<file path="config.mk">
export PLATFORM = sky130hd
export DESIGN_NAME = pwm_bank
export DESIGN_NICKNAME = d
export VERILOG_FILES = /design/src/rtl/pwm_pkg.sv /design/src/rtl/pwm_timebase.sv /design/src/rtl/pwm_bank.sv
export SDC_FILE = /design/constraint.sdc
export NUM_CORES = 1
export LEC_CHECK = 0
export CAP_MARGIN = 20
export CORE_AREA = 2 2 102 104
export CTS_BUF_LIST = sky130_fd_sc_hd__clkbuf_2
export CTS_CLUSTER_SIZE = 24
export DETAILED_ROUTE_END_ITERATION = 16
export DIE_AREA = 0 0 104 106
export DONT_BUFFER_PORTS = 1
export PLACE_DENSITY_LB_ADDON = 0.25
export SYNTH_ARGS = -nofsm -noshare
export SYNTH_HDL_FRONTEND = slang
export SYNTH_SLANG_ARGS = --single-unit
</file>
<file path="constraint.sdc">
create_clock -name clock -period 4.7 [get_ports clock]
set_input_delay 0.47 -clock clock [delete_from_list [all_inputs] [get_ports clock]]
set_output_delay 0.47 -clock clock [all_outputs]
set_load 0.02 [all_outputs]
</file>
<file path="src/rtl/pwm_pkg.sv">
// Shared types and register-map offsets for the PWM bank, decoded from the 256-bit I2C register image.
package pwm_pkg;

  localparam int REG_W        = 8;
  localparam int IMAGE_W      = 256;
  localparam int CTRL_OFS     = 0;
  localparam int PRESCALE_OFS = 1;
  localparam int TOP_OFS      = 2;
  localparam int DUTY_OFS     = 3;

  typedef logic [REG_W-1:0] reg8_t;

  function automatic reg8_t get_reg(input logic [IMAGE_W-1:0] image, input int index);
    return image[index*REG_W +: REG_W];
  endfunction

endpackage

</file>
<file path="src/rtl/pwm_timebase.sv">
// Prescaler and period counter for pwm_bank: produces cnt, the period boundary and the registered period_start pulse.
// With PWM_SHADOW_EN the wrap is an exact TOP match; without it TOP is live and the wrap is cnt >= TOP.
module pwm_timebase
  import pwm_pkg::*;
(
  input  logic  clock,
  input  logic  reset_n,
  input  logic  run,
  input  reg8_t prescale,
  input  reg8_t top,
  output reg8_t cnt,
  output logic  boundary,
  output logic  period_start
);

  reg8_t pc_q, pc_d;
  reg8_t cnt_q, cnt_d;
  logic  pending_q, pending_d;
  logic  period_start_q, period_start_d;
  logic  tick;
  logic  wrap;

  assign tick = run && (pc_q == prescale);

`ifdef PWM_SHADOW_EN
  assign wrap = (cnt_q == top);
`else
  assign wrap = (cnt_q >= top);
`endif

  assign boundary = tick && wrap;

  // pending marks the first cycle of a period: right after a wrap or after leaving idle
  always_comb begin
    pc_d           = pc_q + 8'd1;
    cnt_d          = cnt_q;
    pending_d      = boundary;
    period_start_d = run && pending_q;
    if (!run) begin
      pc_d      = '0;
      cnt_d     = '0;
      pending_d = 1'b1;
    end else if (tick) begin
      pc_d  = '0;
      cnt_d = wrap ? '0 : cnt_q + 8'd1;
    end
  end

  always_ff @(posedge clock or negedge reset_n) begin
    if (!reset_n) begin
      pc_q           <= '0;
      cnt_q          <= '0;
      pending_q      <= 1'b1;
      period_start_q <= 1'b0;
    end else begin
      pc_q           <= pc_d;
      cnt_q          <= cnt_d;
      pending_q      <= pending_d;
      period_start_q <= period_start_d;
    end
  end

  assign cnt          = cnt_q;
  assign period_start = period_start_q;

endmodule

</file>
<file path="src/rtl/pwm_bank.sv">
// Multi-channel PWM generator fed from the I2C register image (CTRL, PRESCALE, TOP, DUTY[c] at BASE_REG).
// PWM_SHADOW_EN: shadow PRESCALE/TOP/DUTY and update them only on period boundaries or while idle.
module pwm_bank
  import pwm_pkg::*;
#(
  parameter int NUM_CH   = 2,
  parameter int BASE_REG = 0
) (
  input  logic                 clock,
  input  logic                 reset_n,
  input  logic [IMAGE_W-1:0]   registers_packed,
  output logic [NUM_CH-1:0]    pwm,
  output logic                 period_start
);

  logic [NUM_CH-1:0] enable;
  logic [NUM_CH-1:0] invert;
  reg8_t             prescale_live;
  reg8_t             top_live;
  reg8_t             duty_live [NUM_CH];
  reg8_t             prescale_eff;
  reg8_t             top_eff;
  reg8_t             duty_eff [NUM_CH];
  logic              run;
  logic              boundary;
  reg8_t             cnt;
  logic [NUM_CH-1:0] pwm_q, pwm_d;
  logic              unused_image;

  always_comb begin
    for (int c = 0; c < NUM_CH; c++) begin
      enable[c]    = registers_packed[(BASE_REG + CTRL_OFS)*REG_W + c];
      invert[c]    = registers_packed[(BASE_REG + CTRL_OFS)*REG_W + NUM_CH + c];
      duty_live[c] = get_reg(registers_packed, BASE_REG + DUTY_OFS + c);
    end
    prescale_live = get_reg(registers_packed, BASE_REG + PRESCALE_OFS);
    top_live      = get_reg(registers_packed, BASE_REG + TOP_OFS);
  end

  // Registers outside this block's window are deliberately ignored
  assign unused_image = ^registers_packed;

  assign run = |enable;

  pwm_timebase u_timebase (
    .clock        (clock),
    .reset_n      (reset_n),
    .run          (run),
    .prescale     (prescale_eff),
    .top          (top_eff),
    .cnt          (cnt),
    .boundary     (boundary),
    .period_start (period_start)
  );

`ifdef PWM_SHADOW_EN
  reg8_t prescale_q, prescale_d;
  reg8_t top_q, top_d;
  reg8_t duty_q [NUM_CH];
  reg8_t duty_d [NUM_CH];
  logic  shadow_load;

  // Shadows track the live registers while idle so a restart begins with current values
  assign shadow_load = !run || boundary;

  always_comb begin
    prescale_d = prescale_q;
    top_d      = top_q;
    for (int c = 0; c < NUM_CH; c++) begin
      duty_d[c] = duty_q[c];
    end
    if (shadow_load) begin
      prescale_d = prescale_live;
      top_d      = top_live;
      for (int c = 0; c < NUM_CH; c++) begin
        duty_d[c] = duty_live[c];
      end
    end
  end

  always_ff @(posedge clock or negedge reset_n) begin
    if (!reset_n) begin
      prescale_q <= '0;
      top_q      <= '0;
      for (int c = 0; c < NUM_CH; c++) begin
        duty_q[c] <= '0;
      end
    end else begin
      prescale_q <= prescale_d;
      top_q      <= top_d;
      for (int c = 0; c < NUM_CH; c++) begin
        duty_q[c] <= duty_d[c];
      end
    end
  end

  assign prescale_eff = prescale_q;
  assign top_eff      = top_q;

  always_comb begin
    for (int c = 0; c < NUM_CH; c++) begin
      duty_eff[c] = duty_q[c];
    end
  end
`else
  logic unused_boundary;

  assign unused_boundary = boundary;
  assign prescale_eff    = prescale_live;
  assign top_eff         = top_live;

  always_comb begin
    for (int c = 0; c < NUM_CH; c++) begin
      duty_eff[c] = duty_live[c];
    end
  end
`endif

  // Enable and invert act live; a disabled channel is forced low regardless of invert
  always_comb begin
    for (int c = 0; c < NUM_CH; c++) begin
      pwm_d[c] = enable[c] & ((cnt < duty_eff[c]) ^ invert[c]);
    end
  end

  always_ff @(posedge clock or negedge reset_n) begin
    if (!reset_n) begin
      pwm_q <= '0;
    end else begin
      pwm_q <= pwm_d;
    end
  end

  assign pwm = pwm_q;

endmodule

</file>
Word level (Yosys, flattened, before mapping)

Cells that the tools add are included.

Register bits after elaboration: 20
Input port bits: 258
Output and inout bits: 3
Word-level logic and storage cells: 26

$add $sub $neg: 2
Order comparisons: 3
Eq/ne operators: 2
Muxes and demuxes: 6
Bitwise logic cells: 4
Reduce and logical (&&, ||, !) cells: 4

Operators with widths:

| cell                  | number |
|---|---|
| $mux W8               | 5 |
| $add A8 B1 Y8 const B | 2 |
| $lt A8 B8 Y1          | 2 |
| $eq A8 B8 Y1          | 1 |
| $ge A8 B8 Y1          | 1 |
| $logic_and A1 B1 Y1   | 3 |
| $and A1 B1 Y1         | 2 |
| $ne A2 B2 Y1 const B  | 1 |
| $reduce_or A2 Y1      | 1 |
| $xor A1 B1 Y1         | 2 |
| $mux W1               | 1 |

Longest topological paths before layout

Depth after elaboration: 4
Depth in mapped cells: 7
Mapped depth without buffers: 7

Modules after synthesis

Synthesis repeated with hierarchy kept, for this count alone.

Cell total of the unflattened synthesis: 190
Area, all modules: 1,702.9 um2

By module, submodules not included:

| module       | times used | cells an instance | area each (um2) | seq. area each (um2) |
|---|---|---|---|---|
| pwm_timebase | 1          | 131               | 1,201.2         | 451.7 |
| pwm_bank     | 1          | 59                | 501.7           | 50.0 |

Worst setup path before layout

OpenSTA, ideal clock, no wires.

Path type: in2reg
Start: in registers_packed[22]
End: reg u_timebase.cnt_q[4] (netlist: u_timebase.cnt[4])
Setup time: 0.066 ns
Arrival time: 1.852 ns
Data required time: 4.634 ns
Setup slack: 2.782 ns
Stages on the path: 7
Path through: inv_1 -> ha_1 -> a21o_1 -> a2111o_1 -> a21o_1 -> o21ai_1 -> a22o_1

Cells in the longest elaborated chain, start to end: 4

Ends and longest elaborated chain:

| element              | RTL line           | text |
|---|---|---|
| start, declared      | pwm_bank.sv:11     | `input logic [IMAGE_W-1:0] registers_packed,` |
| $ge A8 B8 Y1         | pwm_timebase.sv:28 | `assign wrap = (cnt_q >= top);` |
| $mux W8              | pwm_timebase.sv:45 | `cnt_d = wrap ? '0 : cnt_q + 8'd1;` |
| $mux W8              | pwm_timebase.sv:43 | `end else if (tick) begin` |
| $mux W8              | pwm_timebase.sv:39 | `if (!run) begin` |
| end signal, assigned | pwm_timebase.sv:57 | `cnt_q <= cnt_d;` |
| end, declared        | pwm_timebase.sv:17 | `reg8_t cnt_q, cnt_d;` |

No other way between the ends. The select of a mux whose other input is x is not followed.
A chain may end at the register's enable or synchronous reset.

Final worst setup path

Start: reg u_timebase.cnt_q[6] (netlist: u_timebase.cnt[6])
End: reg u_timebase.cnt_q[3] (netlist: u_timebase.cnt[3])

Cells in the longest elaborated chain, start to end: 4

Ends and longest elaborated chain:

| element      | RTL line |
|---|---|
| $ge A8 B8 Y1 | pwm_timebase.sv:28 |
| $mux W8      | pwm_timebase.sv:45 |
| $mux W8      | pwm_timebase.sv:43 |
| $mux W8      | pwm_timebase.sv:39 |

No other way between the ends. The select of a mux whose other input is x is not followed.

==> summary.md <==
| Metric | Value |
|---|---|
| Outcome | `completed` |
| DIE WIDTH | `104 um` |
| Pre-antenna DRT Iters | `4` |
| Async SR Flop Fraction | `100%` |
| First-pass GRT wire length | `6.58 mm` |
| Clock slew at the register clock pins of the worst setup and hold paths | `0.23 ns` |
| Initial core utilization | `15.7%` |
| Buffer depth of the longest clock path | `2` |
| Flops & latches, synth | `20` |
| Total number of vias | `1233` |
| Overall overflow remaining after global route | `0` |
| Category of the most critical setup path | `flop to flop` |
| Number of cells on the worst reg-to-reg path | `6` |
| Cell with the most instances after synthesis | `sky130_fd_sc_hd__inv_1` |
| Cell internal pwr | `311 uW` |
| DPL Wire Length | `3.08 mm` |
| Total wire length after detailed routing | `3.92 mm` |
| Gate power share | `21.4%` |
| Cell area after synthesis | `0.00157 mm^2` |
| Via density | `3.88` |
| Row Count | `37` |
| Routed wire length per instance | `12.3 um` |
| Post-synthesis instance total | `176` |
| Post-route minimum period | `2.09 ns` |
| Worst reg2reg setup slack | `2.61 ns` |
| Critical-path top delay cell | `sky130_fd_sc_hd__dfrtp_1` |
| Critical path peak fanout | `6` |
| Capture point of the worst reg-to-reg path | `u_timebase.cnt[3]` |
| H-tree lvl count | `1` |
| Reg2reg start | `u_timebase.cnt[6]` |
| Full die area | `0.0110 mm^2` |
| Number of enable flip-flop cells after synthesis | `0` |
| Most used flip-flop cell after synthesis | `sky130_fd_sc_hd__dfrtp_1` |
| Count of unresolved DRC violations after routing | `0` |
| Critical Path End Type | `flop` |
| LEAKAGE | `0.000934 uW` |
| Largest net degree at the start of global routing | `21` |
| Die span in y | `106 um` |
| # port buffers | `0` |
| Total CTS buffers | `3` |
| Reported net switching power | `139 uW` |
| CP Data Arrival Time | `2.40 ns` |
| Leading cell types by total area after synthesis | `sky130_fd_sc_hd__dfrtp_1, sky130_fd_sc_hd__ha_1, sky130_fd_sc_hd__inv_1` |
| Number of slew-limit violations in the final report | `0` |
| Period utilisation layout | `44.4%` |
| Fin nets | `464` |
| Most frequent CP cell | `sky130_fd_sc_hd__a21o_1` |
| Fraction of final layout cells sized beyond drive strength 1 | `4.97%` |
| Power share of the clock group | `29.8%` |
| Number of max-cap violations | `0` |
| Hold path depth | `2` |
| Syn Area/Cell | `8.94 um^2` |
| GRT Total Usage | `7.37%` |
| Type of the tightest min-delay check | `input port to flop` |
| Routability congestion estimate from global placement | `0.684` |
| Synth cell types | `33` |
| Hold Path Sink | `pwm[1]` |
| Biggest area consumer among synthesized cells | `sky130_fd_sc_hd__dfrtp_1` |
| Number of antenna violations at the first check in global routing | `1` |
| Num ports | `261` |
| Smallest hold slack | `0.211 ns` |
| Power density cells | `247 mW/mm^2` |
| Actual transition at the worst max-transition pin | `0.810 ns` |
| Violation count after the first detailed-routing iteration | `36` |
| Signed area change from the synthesized netlist to the final layout | `15.9%` |
| Maximum vdd drop | `0.000125 V` |
| Setup TNS Final | `0 ns` |
| Hold path startpoint | `registers_packed[3]` |
| Max stage delay on crit path | `0.54 ns` |
| Core Area | `0.0100 mm^2` |
| Tot Pwr | `451 uW` |
| Setup clock skew after layout | `0.0250 ns` |
| Number of setup violations in the final report | `0` |
| Commonest cells post-synth | `sky130_fd_sc_hd__inv_1, sky130_fd_sc_hd__ha_1, sky130_fd_sc_hd__dfrtp_1` |
| Mapped Nets | `458` |
| CP Data Required Time | `5.01 ns` |
| Sequential share of the synthesized area | `31.9%` |
| TritonCTS clock tree | `done` |
| Top cell type's share of synthesized area | `30.2%` |
| Clock latency reported for the late side of the worst-skew pair | `0.34 ns` |
| Share of total power in sequential cells | `48.8%` |
| Post-CTS setup buffer count | `0` |
| Hold Fails Final Rpt | `0` |
| Maximum clock rate | `479 MHz` |
| Cells traversed along the worst timing path | `ha_1, a21o_1, a2111o_1, a21o_1, o21ai_1, a22o_1` |
| Launching element type of the critical path | `flop` |
| Vias in the first global route | `1291` |
| Remaining antenna violation count | `0` |
| Sink count of the clock tree | `20` |
| Switching share of power | `30.9%` |
| Setup repair after global routing missed its margin | `false` |
| Worst rel slew slack | `46.0%` |
| Root cell of the clock tree | `sky130_fd_sc_hd__clkbuf_2` |
| Warning count from the yosys run | `0` |
==> cell usage in the layout, fill, tap and decap left out, types with 2 or more instances in the layout <==
master	n
sky130_fd_sc_hd__ha_1	24
sky130_fd_sc_hd__xor2_1	5
sky130_fd_sc_hd__and3_1	4
sky130_fd_sc_hd__o31a_1	2
sky130_fd_sc_hd__a22o_1	4
sky130_fd_sc_hd__nand4_1	4
sky130_fd_sc_hd__clkbuf_2	3
sky130_fd_sc_hd__a211oi_1	3
sky130_fd_sc_hd__mux2i_1	3
sky130_fd_sc_hd__nand2b_1	4
sky130_fd_sc_hd__inv_1	26
sky130_fd_sc_hd__a21oi_1	3
sky130_fd_sc_hd__a21o_1	8
sky130_fd_sc_hd__xnor2_1	9
sky130_fd_sc_hd__o21ai_0	2
sky130_fd_sc_hd__o21ai_1	5
sky130_fd_sc_hd__nor2_1	16
sky130_fd_sc_hd__nand2_1	7
sky130_fd_sc_hd__nor2b_1	5
sky130_fd_sc_hd__nand3_1	10
sky130_fd_sc_hd__dfrtp_1	19
==> cell families (layout without fill, tap and decap cells) <==
group | count (synthesis) | in the layout | synth area share, %
adder cells (fa/ha/maj) | 24 | 24 | 19.1
other | 0 | 1 | 0
XOR/XNOR | 14 | 14 | 7.80
multiplexers | 3 | 3 | 1.91
flip-flops | 20 | 20 | 31.9
AND/OR/NAND/NOR | 55 | 55 | 17.6
buffers and inverters | 27 | 32 | 6.52
AO/OA/AOI/OAI | 33 | 33 | 15.2
==> worst max path at each step <==
| stage | startpoint | endpoint | slack (ns) |
|---|---|---|---|
| finish | u_timebase.cnt[6] | u_timebase.cnt[3] | 2.61 |
| global route | u_timebase.cnt[5] | u_timebase.cnt[4] | 2.48 |
| CTS | u_timebase.cnt[5] | u_timebase.cnt[3] | 2.59 |
| detailed placement | u_timebase.cnt[6] | u_timebase.cnt[3] | 2.64 |
| global placement | u_timebase.cnt[5] | u_timebase.cnt[4] | 2.63 |
| floorplan | registers_packed[22] | u_timebase.cnt[4] | 2.78 |
==> timing repair <==
| item | in CTS | in global routing |
|---|---|---|
| hold buffers | 1 | 0 |
| hold endpoints to repair | 20 | 0 |
| gates resized for setup | 0 | 0 |
| setup endpoints to repair | 0 | 0 |
==> cell type report <==
cell class / count / area (um^2)
sequential: 20 / 502
tap: 136 / 170
multi-input combinational: 129 / 968
clock inverter: 1 / 30.0
clock buffer: 3 / 15.0
inverter: 26 / 97.6
timing repair buffer: 2 / 37.5
fill: 1140 / 8180
antenna: 1 / 2.50
==> per-layer routing <==
layer | global-route usage (%) | vias to the layer above | part of all wire [%]
met5 | 0 | - | 0
met4 | 1.93 | 0 | 1.3
met3 | 2.51 | 6 | 6.2
met2 | 12.2 | 37 | 45
met1 | 9.20 | 570 | 48
li1 | - | 620 | -
==> power groups by stage <==
stage	Clock, uW	Combinational [uW]	Sequential (uW)
after floorplan	0	76.4	213
after global placement	0	89.7	222
after detailed placement	0	91.1	224
after CTS	139	96.6	220
after global routing	143	113	224
final	134	96.6	220
==> worst max-delay path: cells and delay by family (launching register included) <==
family	cells	cell delay, ns
compound gates	5	1.17
fa+ha+maj	1	0.35
flops	1	0.54
==> sequential cells by signal (all words and copies together), names as in the netlist <==
| signal | flops |
|---|---|
| u_timebase.cnt | 8 |
| u_timebase.pending_q | 1 |
| u_timebase.pc_q | 8 |
| u_timebase.period_start | 1 |
| pwm | 2 |
==> through the flow <==
step | util [%] | setup slack, ns | std cells | instance area (um^2)
detailed placement | 17.4 | 2.64 | 311 | 1740
CTS | 17.9 | 2.59 | 316 | 1790
floorplan | - | 2.78 | 176 | 1570
finish | 18.2 | 2.61 | 318 | 1820
global placement | 17.4 | 2.63 | 311 | 1740
global route | 18.2 | 2.48 | 317 | 1820
(Power assumes the default switching activity.)
